<file path="src/rtl/diagonal_to_stream_3d_array.sv">
// diagonal_to_stream_3d_array
//   Captures a ROWS x COLS array in one valid/ready handshake, then streams its
//   main diagonal one element per beat. It also reports whether the captured
//   matrix is diagonal (every off-diagonal element is zero) and scalar
//   (diagonal, with all diagonal elements equal).
// Ports
//   clk, rst_n          clock, asynchronous active-low reset
//   in[ROWS][COLS]      input array, BIT_WIDTH bits per element
//   in_valid/in_ready   capture handshake (in_ready is high only in IDLE)
//   out_data/out_index  current diagonal element and its position i
//   out_last            high on the beat where out_index == N-1
//   out_valid/out_ready beat handshake (out_valid is high only in STREAM)
//   is_diagonal         matrix classification, held until the next capture
//   is_scalar           matrix classification, held until the next capture

// Per-row check: every element of this row that is not on the diagonal is zero.
// A row that is at or beyond COLS has no diagonal element, so the whole row
// counts as off-diagonal.
module diagonal_to_stream_row #(
  parameter int BIT_WIDTH = 4,
  parameter int COLS      = 8,
  parameter int ROW       = 0
) (
  input  logic [BIT_WIDTH-1:0] row [COLS-1:0],
  output logic                 off_zero
);
  always_comb begin
    off_zero = 1'b1;
    for (int c = 0; c < COLS; c++)
      if (c != ROW && row[c] != '0) off_zero = 1'b0;
  end
endmodule

module diagonal_to_stream_3d_array #(
  parameter  int BIT_WIDTH = 4,
  parameter  int ROWS      = 8,
  parameter  int COLS      = 8,
  localparam int N         = (ROWS < COLS) ? ROWS : COLS,
  localparam int IDX_W     = (N > 1) ? $clog2(N) : 1
) (
  input  logic                 clk,
  input  logic                 rst_n,
  input  logic [BIT_WIDTH-1:0] in [ROWS-1:0][COLS-1:0],
  input  logic                 in_valid,
  output logic                 in_ready,
  output logic [BIT_WIDTH-1:0] out_data,
  output logic [IDX_W-1:0]     out_index,
  output logic                 out_last,
  output logic                 out_valid,
  input  logic                 out_ready,
  output logic                 is_diagonal,
  output logic                 is_scalar
);
  typedef enum logic {IDLE, STREAM} state_t;

  localparam logic [IDX_W-1:0] LAST = IDX_W'(N - 1);

  state_t                      state;
  logic [IDX_W-1:0]            idx;
  logic [IDX_W-1:0]            idx_nxt;
  logic [N-1:0][BIT_WIDTH-1:0] dbuf;
  logic [N-1:0][BIT_WIDTH-1:0] dcap;
  logic [ROWS-1:0]             row_zero;
  logic                        diag_ok;
  logic                        scal_ok;

  // Classification of the array currently on `in`
  for (genvar r = 0; r < ROWS; r++) begin : g_row
    diagonal_to_stream_row #(.BIT_WIDTH(BIT_WIDTH), .COLS(COLS), .ROW(r)) u_row (
      .row      (in[r]),
      .off_zero (row_zero[r])
    );
  end

  for (genvar i = 0; i < N; i++) begin : g_diag
    assign dcap[i] = in[i][i];
  end

  assign diag_ok = &row_zero;

  always_comb begin
    scal_ok = 1'b1;
    for (int i = 1; i < N; i++)
      if (dcap[i] != dcap[0]) scal_ok = 1'b0;
  end

  assign idx_nxt = idx + IDX_W'(1);

  // All outputs are registered. out_data/out_index are loaded one beat ahead,
  // so they keep their last value after the stream returns to IDLE.
  always_ff @(posedge clk or negedge rst_n) begin
    if (!rst_n) begin
      state       <= IDLE;
      idx         <= '0;
      dbuf        <= '0;
      in_ready    <= 1'b1;
      out_valid   <= 1'b0;
      out_data    <= '0;
      out_index   <= '0;
      out_last    <= 1'b0;
      is_diagonal <= 1'b0;
      is_scalar   <= 1'b0;
    end else begin
      case (state)
        IDLE: if (in_valid) begin
          dbuf        <= dcap;
          is_diagonal <= diag_ok;
          is_scalar   <= diag_ok & scal_ok;
          out_data    <= dcap[0];
          out_index   <= '0;
          out_last    <= (N == 1);
          idx         <= '0;
          in_ready    <= 1'b0;
          out_valid   <= 1'b1;
          state       <= STREAM;
        end
        STREAM: if (out_ready) begin
          if (idx == LAST) begin
            // The final beat never overlaps a capture, because in_ready only
            // rises on the following cycle.
            state     <= IDLE;
            idx       <= '0;
            in_ready  <= 1'b1;
            out_valid <= 1'b0;
          end else begin
            idx       <= idx_nxt;
            out_data  <= dbuf[idx_nxt];
            out_index <= idx_nxt;
            out_last  <= (idx_nxt == LAST);
          end
        end
        default: state <= IDLE;
      endcase
    end
  end
endmodule

</file>
<file path="config.mk">
export PLATFORM = sky130hd
export DESIGN_NAME = diagonal_to_stream_3d_array
export DESIGN_NICKNAME = d
export VERILOG_FILES = /design/src/rtl/diagonal_to_stream_3d_array.sv
export SDC_FILE = /design/constraint.sdc
export NUM_CORES = 1
export LEC_CHECK = 0
export ABC_AREA = 0
export BUFFER_PORTS_ARGS = -buffer_cell sky130_fd_sc_hd__buf_2
export CAP_MARGIN = 5
export CORE_ASPECT_RATIO = 0.5
export CORE_MARGIN = 8
export CORE_UTILIZATION = 40
export DETAILED_ROUTE_END_ITERATION = 10
export HOLD_SLACK_MARGIN = 0.06
export PLACE_DENSITY = 0.88
export SLEW_MARGIN = 20
export SYNTH_ARGS = -nofsm -noshare
export SYNTH_HDL_FRONTEND = slang
export SYNTH_SLANG_ARGS = --single-unit
</file>
<file path="constraint.sdc">
create_clock -name clk -period 4.19 [get_ports clk]
set_input_delay 0.838 -clock clk [delete_from_list [all_inputs] [get_ports clk]]
set_output_delay 0.838 -clock clk [all_outputs]
set_load 0.01 [all_outputs]
</file>
# Yosys cells after proc, flatten, opt, wreduce, memory -nomap -nowiden
# Index checks and enable logic that the tools add are counted.
# Widths: inputs -> output; s select.
[word_totals] regBits=48 in_bits=260
[classes] add_sub_neg=1 n_lt_le_gt_ge=1 n_eq_ne=13 mux=91 n_bitwise=2 n_reduce_logical=61
[ops] cell="$reduce_bool 4->1" count=56
[ops] cell="$mux 1" count=74
[ops] cell="$ne 4x4->1" count=7
[ops] cell="$mux 4" count=4
[ops] cell="$mux 3" count=5
[ops] cell="$bmux 4 s3" count=1
[ops] cell="$pmux 3 s2" count=2
[ops] cell="$pmux 1 s2" count=4
[ops] cell="$pmux 4 s2" count=1
[ops] cell="$reduce_and 8->1" count=1
[ops] cell="$eq 3x3->1 const B" count=2
[ops] cell="$ne 2x2->1 const B" count=3
[ops] cell="$reduce_and 3->1" count=2
[ops] cell="$lt 3x4->1 const B" count=1
[ops] cell="$reduce_and 2->1" count=2
[ops] cell="$add 3x1->3 const B" count=1
[ops] cell="$ne 2x1->1 const B" count=1
[ops] cell="$and 1x1->1" count=1
[ops] cell="$not 1->1" count=1

# Logic depth before layout (Yosys ltp)
[depth] depth_word=10 ltp_mapped=9

# Modules after synthesis
# Synthesis repeated with hierarchy kept, for this count alone.
[unflattened] cells_unflattened=348 area_unflattened_um2=2931.6
[by_module_without_submodules] module="diagonal_to_stream_3d_array" instances=1 cells_per_inst=268 area_each_um2=2411.1 seq_area_each_um2=1202.4
[by_module_without_submodules] module="diagonal_to_stream_row" instances=8 cells_per_inst=10 area_each_um2=65.1 seq_area_each_um2=0.0

# Least setup slack after synthesis
# No wires, ideal clock.
[synth_path] kind="register to register" startpoint="reg idx[0]" endpoint="reg out_data[2]" arrival_time_ns=1.994 slack_ns=2.060 stages_incl_launch_ff=10 n_path_buf=2 period_less_slack_ns=2.130 path_cell_list="dfrtp_1 buf_2 inv_1 ha_1 clkbuf_2 mux4_2 mux2i_1 nand2_1 o21ai_0 o21ai_0"
[synth_between] elab_chain_cells=6 word_cells_on_any_way=9
[synth_rtl] element="start: declaration" line_no="59" source="logic [IDX_W-1:0] idx;"
[synth_rtl] element="start signal: assignment" line_no="126" source="idx <= idx_nxt;"
[synth_rtl] element="$add 3x1->3" line_no="87" source="assign idx_nxt = idx + IDX_W'(1);"
[synth_rtl] element="$bmux 4 s3" line_no="127" source="out_data <= dbuf[idx_nxt];"
[synth_rtl] element="$mux 4 (not written as such)" line_no="127"
[synth_rtl] element="$mux 4" line_no="118" source="if (idx == LAST) begin"
[synth_rtl] element="$mux 4" line_no="117" source="STREAM: if (out_ready) begin"
[synth_rtl] element="$pmux 4 s2" line_no="104" source="case (state)"
[synth_rtl] element="end signal: assignment" line_no="109" source="out_data <= dcap[0];"
[synth_rtl] element="end signal: assignment" line_no="127"
[synth_rtl] element="end: declaration" line_no="46" source="output logic [BIT_WIDTH-1:0] out_data,"
# Several ways; a longest one is shown, not always the timed one. The select of a mux whose other input is x is not followed.
# A chain may end at the register's enable or synchronous reset.

# Worst setup path after layout
# Ends and elaborated chain as after synthesis.

==> qor.yml <==
grtUsageMet3: 0.0925
area_delta_synth_final_pct: 56.8
cp.arrival_ps: 2730
initialDrtViolationCount: 230
cts-root-buf: "clkbuf_16"
start_kind: "register"
synth_cells: 266
n_antenna_cell: 0
path_class: "register to register"
drive_above_1_share: 0.609
syn-num-nets: 529
wire_per_inst_um: 22.9
worstSetupEndpointType: "register"
slew_violations: 0
cp.required_ps: 4340
cts.clk_slew.worst_paths_ps: 70
synth_edf_count: 0
max-vdd-ir-drop_mv: 0.326
max_freq_mhz: 387
yosysMostFrequentCell: "nor4_1"
grt.busiest_layer: "met2"
cts-resized-gates: 0
synth-async-reset-ratio: 1.00
multi_input_area_um2: 1540
dr.pass1.iters: 4
fin_crit_ps: 2580
synth_top_area_cell: "dfrtp_1"
grtUsageMet1: 0.328
die_width_um: 134
skew_ps: 7.40
grt_usage: 0.274
ys_top_cells_by_area: "dfrtp_1, mux2_2, nor4_1, mux4_2, nand4_1"
initial_utilization: 0.416
leakage_uw: 0.00217
grt_max_degree: 49
hold_buffers: 0
synth_common_cells: "nor4_1, dfrtp_1, mux2_2"
outcome: "finished clean"
pwr_density_cell_nw_per_um2: 503
synth-seq-cells: 48
die_h_um: 75.2
grt_pass1_wl_um: 20500
numPortBuffers: 271
ys_seq_area_frac: 0.429
r2r-start: "idx[0]$_DFFE_PN0P_"
routabilityCongestion: 1.09
coreArea_um2: 6730
antenna_found_initial: 0
finalWirelength_um: 14300
grt_overflow_total: 0
drc: 0
finalHoldViolCount: 0
nFillCells: 571
cts-htree-levels: 2
cts.sinks: 48
grt_pass1_vias: 3619
min-delay-start: "out_data[2]$_DFFE_PN0P_"
pin_count: 272
maxCapViolations: 0
cts_setup_buffers: 0
fin_crit_sh: 0.617
syn_avg_cell_area_um2: 10.5
cts_tree: "done"
rows: 21
vias: 3418
worstSetupStartpoint: "idx[0]$_DFFE_PN0P_"
tns_ps: 0
hold_class: "register to register"
detail-route-antenna-nets: 0
tightestPinTransition_ps: 965
seqCellArea_um2: 1200
post_dp_cell_area_um2: 4240
vias_per_cell: 5.45
use_met2: 0.469
worstSkewPairLatency_ps: 290
synth.distinct_cells: 33
nNetsFinal: 797
yosys.area.top_type_share: 0.420
slew_headroom: 0.354
ys_warn_count: 0
final_area_um2: 4390
die-area_um2: 10100
cts-buffers-inserted: 5
syn-cell-area_um2: 2800
dpl.hpwl_um: 12400
clk_path_buf_depth: 2
grt_setup_unrepaired: "false"
synth_top_flop_cell: "dfrtp_1"
crit_fanout: 11
finalSetupViolCount: 0
flip-flops by register name, summed over array words and instances (netlist names):
signal       count
is_scalar        1
out_data         4
idx              3
out_index        3
out_last         1
dbuf            32
state            1
in_ready         1
out_valid        1
is_diagonal      1
layout by cell type, fill, tap and decap left out:
master,n
clkbuf_8,1
nand2_1,19
buf_2,270
nand3_1,6
mux2_2,33
a31oi_2,1
dfstp_2,1
a22o_1,3
nand2_2,1
nor2b_2,1
or3_1,2
nor3_1,2
dfrtp_1,47
ha_1,3
nor2_1,7
buf_4,2
clkbuf_16,5
inv_1,6
a31oi_1,1
nor4_1,59
o21ai_1,5
mux4_2,8
or4_1,5
xnor2_1,1
a21oi_1,3
nand4_1,20
xor2_1,1
o22ai_2,1
o22ai_1,2
mux2i_1,6
clkinv_2,2
o41ai_1,1
a22oi_1,1
o31ai_1,1
o21ai_0,8
per-stage QoR:
step / std cells / util / worst slack [ps] / hold slack (ps) / total power (uW)
floorplan: 266 / - / 2060 / 475 / 1450
global placement: 619 / 0.630 / 1450 / 464 / 1750
detailed placement: 619 / 0.630 / 1390 / 479 / 1800
CTS: 627 / 0.652 / 1570 / 493 / 2210
global route: 627 / 0.653 / 1340 / 530 / 2350
finish: 627 / 0.653 / 1610 / 500 / 2210
power by group:
group          internal (uW)  switching (uW)
Sequential               689             165
Clock                    235             167
Combinational            541             414
Total                   1470             746
cell families after synthesis:
family | count (synthesis) | share of synthesized area
buffers and inverters | 17 | 0.0250
adders and majority gates | 3 | 0.0134
AOI/OAI and AO/OA | 27 | 0.0598
DFF | 48 | 0.429
and+or+nand+nor | 122 | 0.248
xor gates and xnor gates | 2 | 0.00625
muxes | 47 | 0.218
final cells by class:
| type | instances | area share |
|---|---|---|
| Timing Repair Buffer | 272 | 0.311 |
| Sequential cell | 48 | 0.274 |
| Clock inverter | 2 | 0.00228 |
| Clock buffer | 6 | 0.0316 |
| Tap cell | 92 | 0.0262 |
| Multi-Input combinational cell | 201 | 0.350 |
| Inverter | 6 | 0.00513 |
layer usage:
layer,vias up,part of all wire
li1,1605,-
met4,0,0.014
met2,146,0.50
met3,15,0.091
met1,1652,0.40
met5,-,0
worst paths after layout:
path                                      endpoint  slack (ps)  depth (start not counted)
min in group asynchronous       idx[2]$_DFFE_PN0P_         550                          1
min reg2reg                out_data[2]$_DFFE_PN0P_         500                          2
max in group asynchronous      dbuf[9]$_DFFE_PN0P_        3230                          1
max reg2reg                out_data[2]$_DFFE_PN0P_        1610                          7
max                        out_data[2]$_DFFE_PN0P_        1610                          7
min                        out_data[2]$_DFFE_PN0P_         500                          2
critical path, cell delays in order, from the launching register on:
cell	delay, ps
dfrtp_1	720
inv_1	180
ha_1	600
mux4_2	550
mux2i_1	140
nand2_1	60
o21ai_0	90
o21ai_0	90
Note: power is estimated with default switching activity, not from simulation.
